<file path="src/rtl/sin_lookup_arbiter_pkg.sv">
// Shared types and constants for the sintable lookup arbiter.
package sin_arb_pkg;

  localparam int DATA_W      = 16;
  localparam int RSP_LATENCY = 2;

  // One in-flight lookup: valid flag plus the requester it belongs to.
  typedef struct packed {
    logic       valid;
    logic [2:0] id;
  } sin_tag_t;

  localparam sin_tag_t TAG_IDLE = '{valid: 1'b0, id: 3'd0};

  // Width of a requester index; never narrower than one bit.
  function automatic int ptr_width(input int n);
    return (n > 2) ? $clog2(n) : 1;
  endfunction

endpackage

</file>
<file path="src/rtl/sin_lookup_arbiter_if.sv">
// Requester-side bundle: request/grant handshake plus response strobe and data.
interface sin_lookup_arbiter_if #(
  parameter int NUM_REQ    = 4,
  parameter int COUNT_SIZE = 8
);
  import sin_arb_pkg::*;

  logic [NUM_REQ-1:0]                 req;
  logic [NUM_REQ-1:0][COUNT_SIZE-1:0] addr;
  logic [NUM_REQ-1:0]                 gnt;
  logic [NUM_REQ-1:0]                 rsp_valid;
  logic [DATA_W-1:0]                  rsp_data;

  // Requesters drive req/addr and observe grant and response.
  modport master (
    output req,
    output addr,
    input  gnt,
    input  rsp_valid,
    input  rsp_data
  );

  // The arbiter consumes req/addr and produces grant and response.
  modport slave (
    input  req,
    input  addr,
    output gnt,
    output rsp_valid,
    output rsp_data
  );

endinterface

</file>
<file path="src/rtl/sin_lookup_arbiter_rr_priority_picker.sv">
// Combinational round-robin picker: first set request at or after ptr, wrapping modulo N.
module rr_priority_picker #(
  parameter  int N  = 4,
  localparam int IW = (N > 2) ? $clog2(N) : 1
) (
  input  logic [N-1:0]  req,
  input  logic [IW-1:0] ptr,
  output logic [N-1:0]  onehot,
  output logic [IW-1:0] idx,
  output logic          any
);

  localparam int            SW  = IW + 1;
  localparam logic [SW-1:0] N_W = SW'(N);

  logic [SW-1:0] cand_s;

  // Walk offsets from farthest to nearest so the requester closest to ptr overrides the rest.
  always_comb begin
    onehot = '0;
    idx    = '0;
    any    = 1'b0;
    cand_s = '0;
    for (int off = N - 1; off >= 0; off--) begin
      cand_s = {1'b0, ptr} + SW'(off);
      if (cand_s >= N_W) begin
        cand_s = cand_s - N_W;
      end else begin
        cand_s = cand_s;
      end
      if (req[cand_s[IW-1:0]]) begin
        onehot                 = '0;
        onehot[cand_s[IW-1:0]] = 1'b1;
        idx                    = cand_s[IW-1:0];
        any                    = 1'b1;
      end else begin
        any = any;
      end
    end
  end

endmodule

</file>
<file path="src/rtl/sin_lookup_arbiter.sv">
// Round-robin sharing of one sintable ROM among NUM_REQ requesters, with a
// two-stage tag pipeline that routes each ROM result back to its requester.
module sin_lookup_arbiter
  import sin_arb_pkg::*;
#(
  parameter int NUM_REQ    = 4,
  parameter int COUNT_SIZE = 8
) (
  input  logic                  clk,
  input  logic                  resetN,
  sin_lookup_arbiter_if.slave   bus,
  output logic [COUNT_SIZE-1:0] rom_addr,
  input  logic [DATA_W-1:0]     rom_q
);

  localparam int               PTR_W    = ptr_width(NUM_REQ);
  localparam logic [PTR_W-1:0] LAST_IDX = PTR_W'(NUM_REQ - 1);

  logic [PTR_W-1:0]      rr_ptr_r;
  logic [PTR_W-1:0]      win_idx_s;
  logic [PTR_W-1:0]      ptr_next_s;
  logic [NUM_REQ-1:0]    win_onehot_s;
  logic [NUM_REQ-1:0]    gnt_s;
  logic [NUM_REQ-1:0]    rsp_valid_s;
  logic                  pick_any_s;
  logic                  grant_any_s;
  logic [COUNT_SIZE-1:0] rom_addr_r;
  logic [COUNT_SIZE-1:0] rom_addr_s;
  sin_tag_t              tag1_next_s;
  sin_tag_t              tag1_r;
  sin_tag_t              tag2_r;
  logic [DATA_W-1:0]     rsp_data_r;

  rr_priority_picker #(
    .N (NUM_REQ)
  ) u_picker (
    .req    (bus.req),
    .ptr    (rr_ptr_r),
    .onehot (win_onehot_s),
    .idx    (win_idx_s),
    .any    (pick_any_s)
  );

  // Grant decode, ROM address steering and next pointer; no grant is issued while in reset.
  always_comb begin
    grant_any_s = pick_any_s & resetN;
    if (grant_any_s) begin
      gnt_s       = win_onehot_s;
      rom_addr_s  = bus.addr[win_idx_s];
      ptr_next_s  = (win_idx_s == LAST_IDX) ? {PTR_W{1'b0}} : (win_idx_s + PTR_W'(1));
      tag1_next_s = '{valid: 1'b1, id: 3'(win_idx_s)};
    end else begin
      gnt_s       = '0;
      rom_addr_s  = rom_addr_r;
      ptr_next_s  = rr_ptr_r;
      tag1_next_s = TAG_IDLE;
    end
  end

  // Pointer, idle address hold, tag pipeline and response data capture.
  always_ff @(posedge clk) begin
    if (!resetN) begin
      rr_ptr_r   <= '0;
      rom_addr_r <= '0;
      tag1_r     <= TAG_IDLE;
      tag2_r     <= TAG_IDLE;
      rsp_data_r <= {DATA_W{1'b0}};
    end else begin
      rr_ptr_r   <= ptr_next_s;
      rom_addr_r <= rom_addr_s;
      tag1_r     <= tag1_next_s;
      tag2_r     <= tag1_r;
      if (tag1_r.valid) begin
        rsp_data_r <= rom_q;
      end else begin
        rsp_data_r <= rsp_data_r;
      end
    end
  end

  // Response strobe is a straight decode of the stage-2 tag register.
  always_comb begin
    rsp_valid_s = '0;
    for (int i = 0; i < NUM_REQ; i++) begin
      if (tag2_r.valid && (tag2_r.id == 3'(i))) begin
        rsp_valid_s[i] = 1'b1;
      end else begin
        rsp_valid_s[i] = 1'b0;
      end
    end
  end

  assign bus.gnt       = gnt_s;
  assign bus.rsp_valid = rsp_valid_s;
  assign bus.rsp_data  = rsp_data_r;
  assign rom_addr      = rom_addr_s;

endmodule

</file>
<file path="src/flat_wrapper.sv">
// flat-port wrapper written by rule: the top's interface ports become plain ports
module sin_lookup_arbiter_flat import sin_arb_pkg::*;
#(
  parameter int NUM_REQ    = 4,
  parameter int COUNT_SIZE = 8
)
  (clk, resetN, rom_addr, rom_q, bus_req, bus_addr, bus_gnt, bus_rsp_valid, bus_rsp_data);
  sin_lookup_arbiter_if #(.NUM_REQ(NUM_REQ), .COUNT_SIZE(COUNT_SIZE)) bus_i ();
  input  logic clk;
  input  logic resetN;
  output logic [COUNT_SIZE-1:0] rom_addr;
  input  logic [DATA_W-1:0] rom_q;
  input wire logic [$bits(bus_i.req)-1:0] bus_req;
  input wire logic [$bits(bus_i.addr)-1:0] bus_addr;
  output wire logic [$bits(bus_i.gnt)-1:0] bus_gnt;
  output wire logic [$bits(bus_i.rsp_valid)-1:0] bus_rsp_valid;
  output wire logic [$bits(bus_i.rsp_data)-1:0] bus_rsp_data;
  assign bus_i.req = bus_req;
  assign bus_i.addr = bus_addr;
  assign bus_gnt = bus_i.gnt;
  assign bus_rsp_valid = bus_i.rsp_valid;
  assign bus_rsp_data = bus_i.rsp_data;
  sin_lookup_arbiter #(.NUM_REQ(NUM_REQ), .COUNT_SIZE(COUNT_SIZE)) u_core (.clk(clk), .resetN(resetN), .bus(bus_i), .rom_addr(rom_addr), .rom_q(rom_q));
endmodule
</file>
<file path="config.mk">
export PLATFORM = sky130hd
export DESIGN_NAME = sin_lookup_arbiter_flat
export DESIGN_NICKNAME = d
export VERILOG_FILES = /design/src/rtl/sin_lookup_arbiter_pkg.sv /design/src/rtl/sin_lookup_arbiter_if.sv /design/src/rtl/sin_lookup_arbiter_rr_priority_picker.sv /design/src/rtl/sin_lookup_arbiter.sv /design/src/flat_wrapper.sv
export SDC_FILE = /design/constraint.sdc
export NUM_CORES = 1
export LEC_CHECK = 0
export CAP_MARGIN = 10
export CORE_UTILIZATION = 45
export CTS_BUF_LIST = sky130_fd_sc_hd__clkbuf_8
export DETAILED_ROUTE_END_ITERATION = 6
export HOLD_SLACK_MARGIN = 0.05
export PLACE_DENSITY_LB_ADDON = 0.12
export SYNTH_ARGS = -nofsm -noshare
export SYNTH_HDL_FRONTEND = slang
export SYNTH_SLANG_ARGS = --single-unit
</file>
<file path="constraint.sdc">
create_clock -name clk -period 5.7 [get_ports clk]
set_input_delay 1.14 -clock clk [delete_from_list [all_inputs] [get_ports clk]]
set_output_delay 1.14 -clock clk [all_outputs]
set_load 0.02 [all_outputs]
</file>
# Word-level counts from Yosys, hierarchy flattened
# Index checks and enable logic that the tools add are counted.
# Widths: inputs -> output; s select.
# word_totals
register_bits	34
latchBits	0
mem_bits_rw	0
mem_bits_ro	0
input_bits	54
out_inout_bits	32
wordCells	86
mem_count	0
# classes
add_sub_neg	8
multipliers	0
n_div	0
n_lt_le_gt_ge	13
eq_ne	4
n_shift	0
muxes	42
bitwise	1
n_reduce_logical	10
# op_table
op	n
$mux 4	6
$mux 2	9
$bmux 8 s2	1
$mux 1	16
$mux 8	2
$lt 2x3->1 const B	5
$ge 3x3->1 const B	3
$bmux 1 s2	4
$demux 1 s2	4
$ge 2x1->1 const B	4
$logic_and 1x1->1	8
$sub 2x1->2 const B	4
$add 2x2->3 const B	2
$eq 3x2->1 const B	2
$add 2x1->3 const B	1
$eq 3x1->1 const B	1
$ge 2x3->1 const B	1
$logic_not 3->1	1
$add 2x1->2 const B	1
$eq 2x2->1 const B	1
$reduce_and 2->1	1
$and 1x1->1	1

# Depth between registers and ports, before layout
# logic_depth
word_depth	12
mapped_depth	14
ltp_nobuf	9

# Hierarchy
# A second synthesis with hierarchy kept.
# hier_totals
hier_cells	235
hier_area_um2	2208.4
# modules_own_cells
mod	instances	cells_each	area_per_inst_um2	seq_area_each_um2
sin_lookup_arbiter	1	150	1525.2	640.6
rr_priority_picker	1	85	683.2	0.0

# Worst setup path before layout
# Ideal clock, no wire load.
# synth_path
path_type	input port to output port
startpoint	input port bus_req[3]
endpoint	output port rom_addr[3]
t_arrival_ps	3082
t_required_ps	4560
slack_ps	1478
stages	7
n_path_buf	1
cell_sequence	clkbuf_1 > mux4_2 > o21bai_1 > nor2_1 > a22oi_1 > and3_1 > nor3_1
# synth_between
elab_chain_len	9
word_cells_on_any_way	20
classes_between	mux: 19; bitwise: 1
# synth_lines
item	line	source
start, declared	flat_wrapper.sv:13	input wire logic [$bits(bus_i.req)-1:0] bus_req;
$bmux 1 s2	sin_lookup_arbiter_rr_priority_picker.sv:31	if (req[cand_s[IW-1:0]]) begin
$mux 1 (implied by the code)	sin_lookup_arbiter_rr_priority_picker.sv:31	
$mux 2 (4 in series)	sin_lookup_arbiter_rr_priority_picker.sv:31	
$bmux 8 s2	sin_lookup_arbiter.sv:49	rom_addr_s = bus.addr[win_idx_s];
$mux 8 (implied by the code)	sin_lookup_arbiter.sv:49	
$mux 8 (*)	sin_lookup_arbiter.sv:47	if (grant_any_s) begin
end, declared	flat_wrapper.sv:11	output logic [COUNT_SIZE-1:0] rom_addr;
# Mark *: on every way between the ends. The rest lies on a longest branch, timed or not. The select of a mux whose other input is x is not followed.

# Worst setup path in the final report
# layout_path
startpoint	input port bus_req[1]
endpoint	output port rom_addr[3]
# The elaborated chain is that of the path after synthesis.

==> results by group <==
Outcome
  – Status: finished, final reports clean

Yosys
  – Compound-Gate Fraction of Synth Area: 21.83%
  – Post-synthesis sequential area ratio: 27.39%
  – Post-synthesis mux area share: 12.95%
  – Total nets after synthesis: 355
  – Main synth FF type: dfxtp_1
  – Gate Count Post-Synth: 292
  – Post-synthesis cell type count: 44
  – YS warnings: 0
  – Xor and xnor area share after synthesis: 0%
  – Syn_area_per_cell: 8.009 µm²
  – Synthesized flop and latch total: 32
  – Async SR Flop Fraction: 0%
  – Combinational family with the most area after synthesis: simple AND/OR/NAND/NOR gates
  – Simple-gate share of the synthesized area: 25.31%
  – Number of enable flip-flop cells after synthesis: 0
  – Post-Syn Area: 2338 µm²
  – Adder-Cell Fraction of Synth Area: 4.815%

Worst setup path
  – Kind of critical path: primary input to output pin
  – CP bufs+invs: 2
  – Critical Path Fanout Max: 11
  – CP peak stage delay: 0.66 ns
  – Worst Path Arrival: 4.18 ns
  – Worst path top cell family by delay: buffers and inverters
  – Critical Path, Cell by Cell: clkdlybuf4s50_1 -> mux4_2 -> o21bai_1 -> nor2_1 -> a22oi_1 -> and3_1 -> nor3_1 -> clkdlybuf4s50_1
  – Kind of end point of the critical path: output pin
  – Critical path's most frequent cell: clkdlybuf4s50_1
  – Required time of the critical path: 4.56 ns
  – Worst setup SP type: primary input
  – Worst path slowest cell: clkdlybuf4s50_1

Timing
  – Max Freq: 187.9 MHz
  – Setup repair after global routing missed its margin: false
  – Final Setup Violations: 0
  – Final Max Slew Viols: 0
  – Hold Vio Cnt, Final: 0
  – Least-Margin Pin Slew: 0.9627 ns
  – Final setup TNS: 0 ns
  – Slew Limit Headroom: 35.73%
  – Fin crit share: 93.39%
  – Clock skew: 0.005886 ns
  – Min cycle time layout: 5.323 ns

Detailed routing
  – Vias: 2342
  – Initial DRC count: 107
  – Routed len/inst: 13.57 µm
  – DR DRC count: 0
  – Met3 wire length: 353 µm
  – Post-DRT Antenna Nets: 0
  – Max layer used: met4
  – Detailed Route WL: 5.834 mm
  – Wire length on met2: 2.765 mm
  – Routed met1 length: 2.635 mm
  – Via density: 5.447
  – Drt first pass iters: 4

Worst hold path
  – Worst min path class: flop to flop

Global route
  – GRT Overall Usage: 22.04%
  – Vias in the first global route: 2160
  – First-pass GRT wire length: 9.390 mm
  – Initial antenna violation count: 0
  – Largest net degree at the start of global routing: 45
  – Grt ovf: 0

Clocking
  – Cts bufs inserted: 5
  – CTS tree: yes
  – Clk Latency, worst-skew pair: 0.28 ns
  – H-tree depth: 2
  – Clock transition at the registers of the reported paths: 0.06 ns
  – Clock Path Buffers: 2
  – Root Driver: clkbuf_8
  – Setup bufs post-CTS: 0
  – Resized Gates After CTS: 0
  – Clk sinks: 32
  – # hold bufs at CTS: 0

Placement
  – Port buffer count: 85
  – GPL Wtd Cong: 0.8111
  – Post-DP HPWL: 4.296 mm

Layout
  – Fraction of layout cells with a size suffix above 1: 7.163%
  – # fillers: 408
  – Diodes inserted: 0
  – Core Util, Final: 67.72%
  – Nets: 425
  – Area Overhead vs Synth: 40.40%

Floorplan
  – Row Count: 25
  – Die span in y: 74.09 µm
  – Core outline area: 4848 µm²
  – Die footprint: 5489 µm²
  – Initial Utilization: 48.23%
  – I/O Pins: 86
  – Die W: 74.09 µm

Pwr
  – Pwr Density: 394.5 nW/µm²
  – Worst IR Drop VDD: 175.7 µV
  – Leak: 0.001316 µW

Flow run
  – Max-Cap Viols: 0
==> report_power, final <==
group	switching, µW	internal (µW)	total, µW	leakage [µW]
sequential	30.9	268	299	0.000265
combinational	442	347	789	0.000992
clock	80.4	128	208	0.0000593
total	553	742	1300	0.00132
==> metrics by stage <==
step | total power [µW] | cell area, µm² | worst slack (ns) | hold WS, ns | cells
finish | 1295 | 3283 | 0.3769 | 0.4319 | 430
detailed placement | 1082 | 3176 | 0.4395 | 0.4179 | 422
global route | 1392 | 3283 | 0.2257 | 0.4514 | 430
CTS | 1296 | 3283 | 0.4435 | 0.4330 | 430
global placement | 1072 | 3176 | 0.4824 | 0.4147 | 422
floorplan | 866.3 | 2338 | 1.478 | 0.4119 | 292
==> cell usage after synthesis (2+ instances only) <==
| library cell | number | share of area, % |
|---|---|---|
| a2111oi_2 | 5 | 3.2 |
| and3_1 | 9 | 2.4 |
| a21oi_1 | 7 | 1.5 |
| mux4_2 | 3 | 2.9 |
| o21ai_0 | 14 | 3.0 |
| a211oi_1 | 4 | 1.3 |
| and2_1 | 6 | 1.6 |
| ha_1 | 9 | 4.8 |
| nor2b_1 | 18 | 4.8 |
| nor2_1 | 9 | 1.4 |
| o21ai_1 | 2 | 0.43 |
| clkbuf_1 | 16 | 2.6 |
| a221oi_1 | 4 | 1.5 |
| mux2i_1 | 19 | 8.1 |
| a211o_1 | 4 | 1.5 |
| buf_2 | 5 | 1.1 |
| o31ai_1 | 8 | 2.6 |
| a31oi_1 | 2 | 0.53 |
| a22o_1 | 2 | 0.75 |
| mux2_2 | 4 | 1.9 |
| a22oi_1 | 2 | 0.64 |
| inv_1 | 14 | 2.2 |
| dfxtp_1 | 32 | 27 |
| nand2_1 | 34 | 5.5 |
| a21boi_0 | 7 | 2.2 |
| buf_6 | 3 | 1.4 |
| nor3_1 | 18 | 3.9 |
| nand3_1 | 16 | 3.4 |
==> metal layers <==
layer  vias up  global-route usage, %
met5         -                      0
met4         0                  10.47
met3         8                  3.930
met2        87                  36.77
met1      1067                  27.51
li1       1180                      -
==> kinds of logic (layout without fill, tap and decap cells) <==
group / after synthesis / count (layout)
mux: 26 / 26
buf+inv: 40 / 111
simple gates: 117 / 117
fa+ha+maj: 9 / 9
compound gates: 68 / 68
flops: 32 / 32
==> final cells by class <==
class / instances / area (µm²) / share of cell area [%]
multi-input combinational: 220 / 1518 / 46.23
timing repair buffer: 89 / 880.8 / 26.83
sequential: 32 / 640.6 / 19.51
tap: 67 / 83.83 / 2.553
clock buffer: 5 / 68.82 / 2.096
inverter: 14 / 52.55 / 1.601
clock inverter: 3 / 38.79 / 1.181
==> worst paths after layout <==
kind / slack, ns / end / startpoint / cells after the start
worst min register to register: 0.43 / u_core.tag2_r[0] / u_core.tag1_r[0] / 1
worst max-delay path: 0.38 / rom_addr[3] / bus_req[1] / 8
worst min-delay path: 0.43 / u_core.tag2_r[0] / u_core.tag1_r[0] / 1
worst max register to register: 2.65 / u_core.rom_addr_r[6] / u_core.rr_ptr_r[1] / 8
==> sequential cells by signal, summed over array words and instances (netlist names) <==
signal,flops
u_core.rom_addr_r,8
u_core.rr_ptr_r,2
u_core.tag1_r,3
u_core.tag2_r,3
u_core.bus.rsp_data,16
==> cells in the final DEF (no fill, tap or decap), drive strengths merged, types with 2 or more instances in the layout <==
cell and count:
clkdlybuf4s50 85, nand2 34, dfxtp 32, mux2i 19, nor2b 19, nor3 18, o21ai 17, nand3 16
inv 15, nor2 9, and3 9, ha 9, o31ai 8, a21oi 7, a21boi 7, and2 7
a2111oi 5, clkbuf 5, a211oi 4, a221oi 4, a211o 4, mux2 4, buf 4, mux4 3
a31oi 2, a22oi 2, a22o 2, o21a 2
Note: power is estimated with default switching activity, not from simulation.
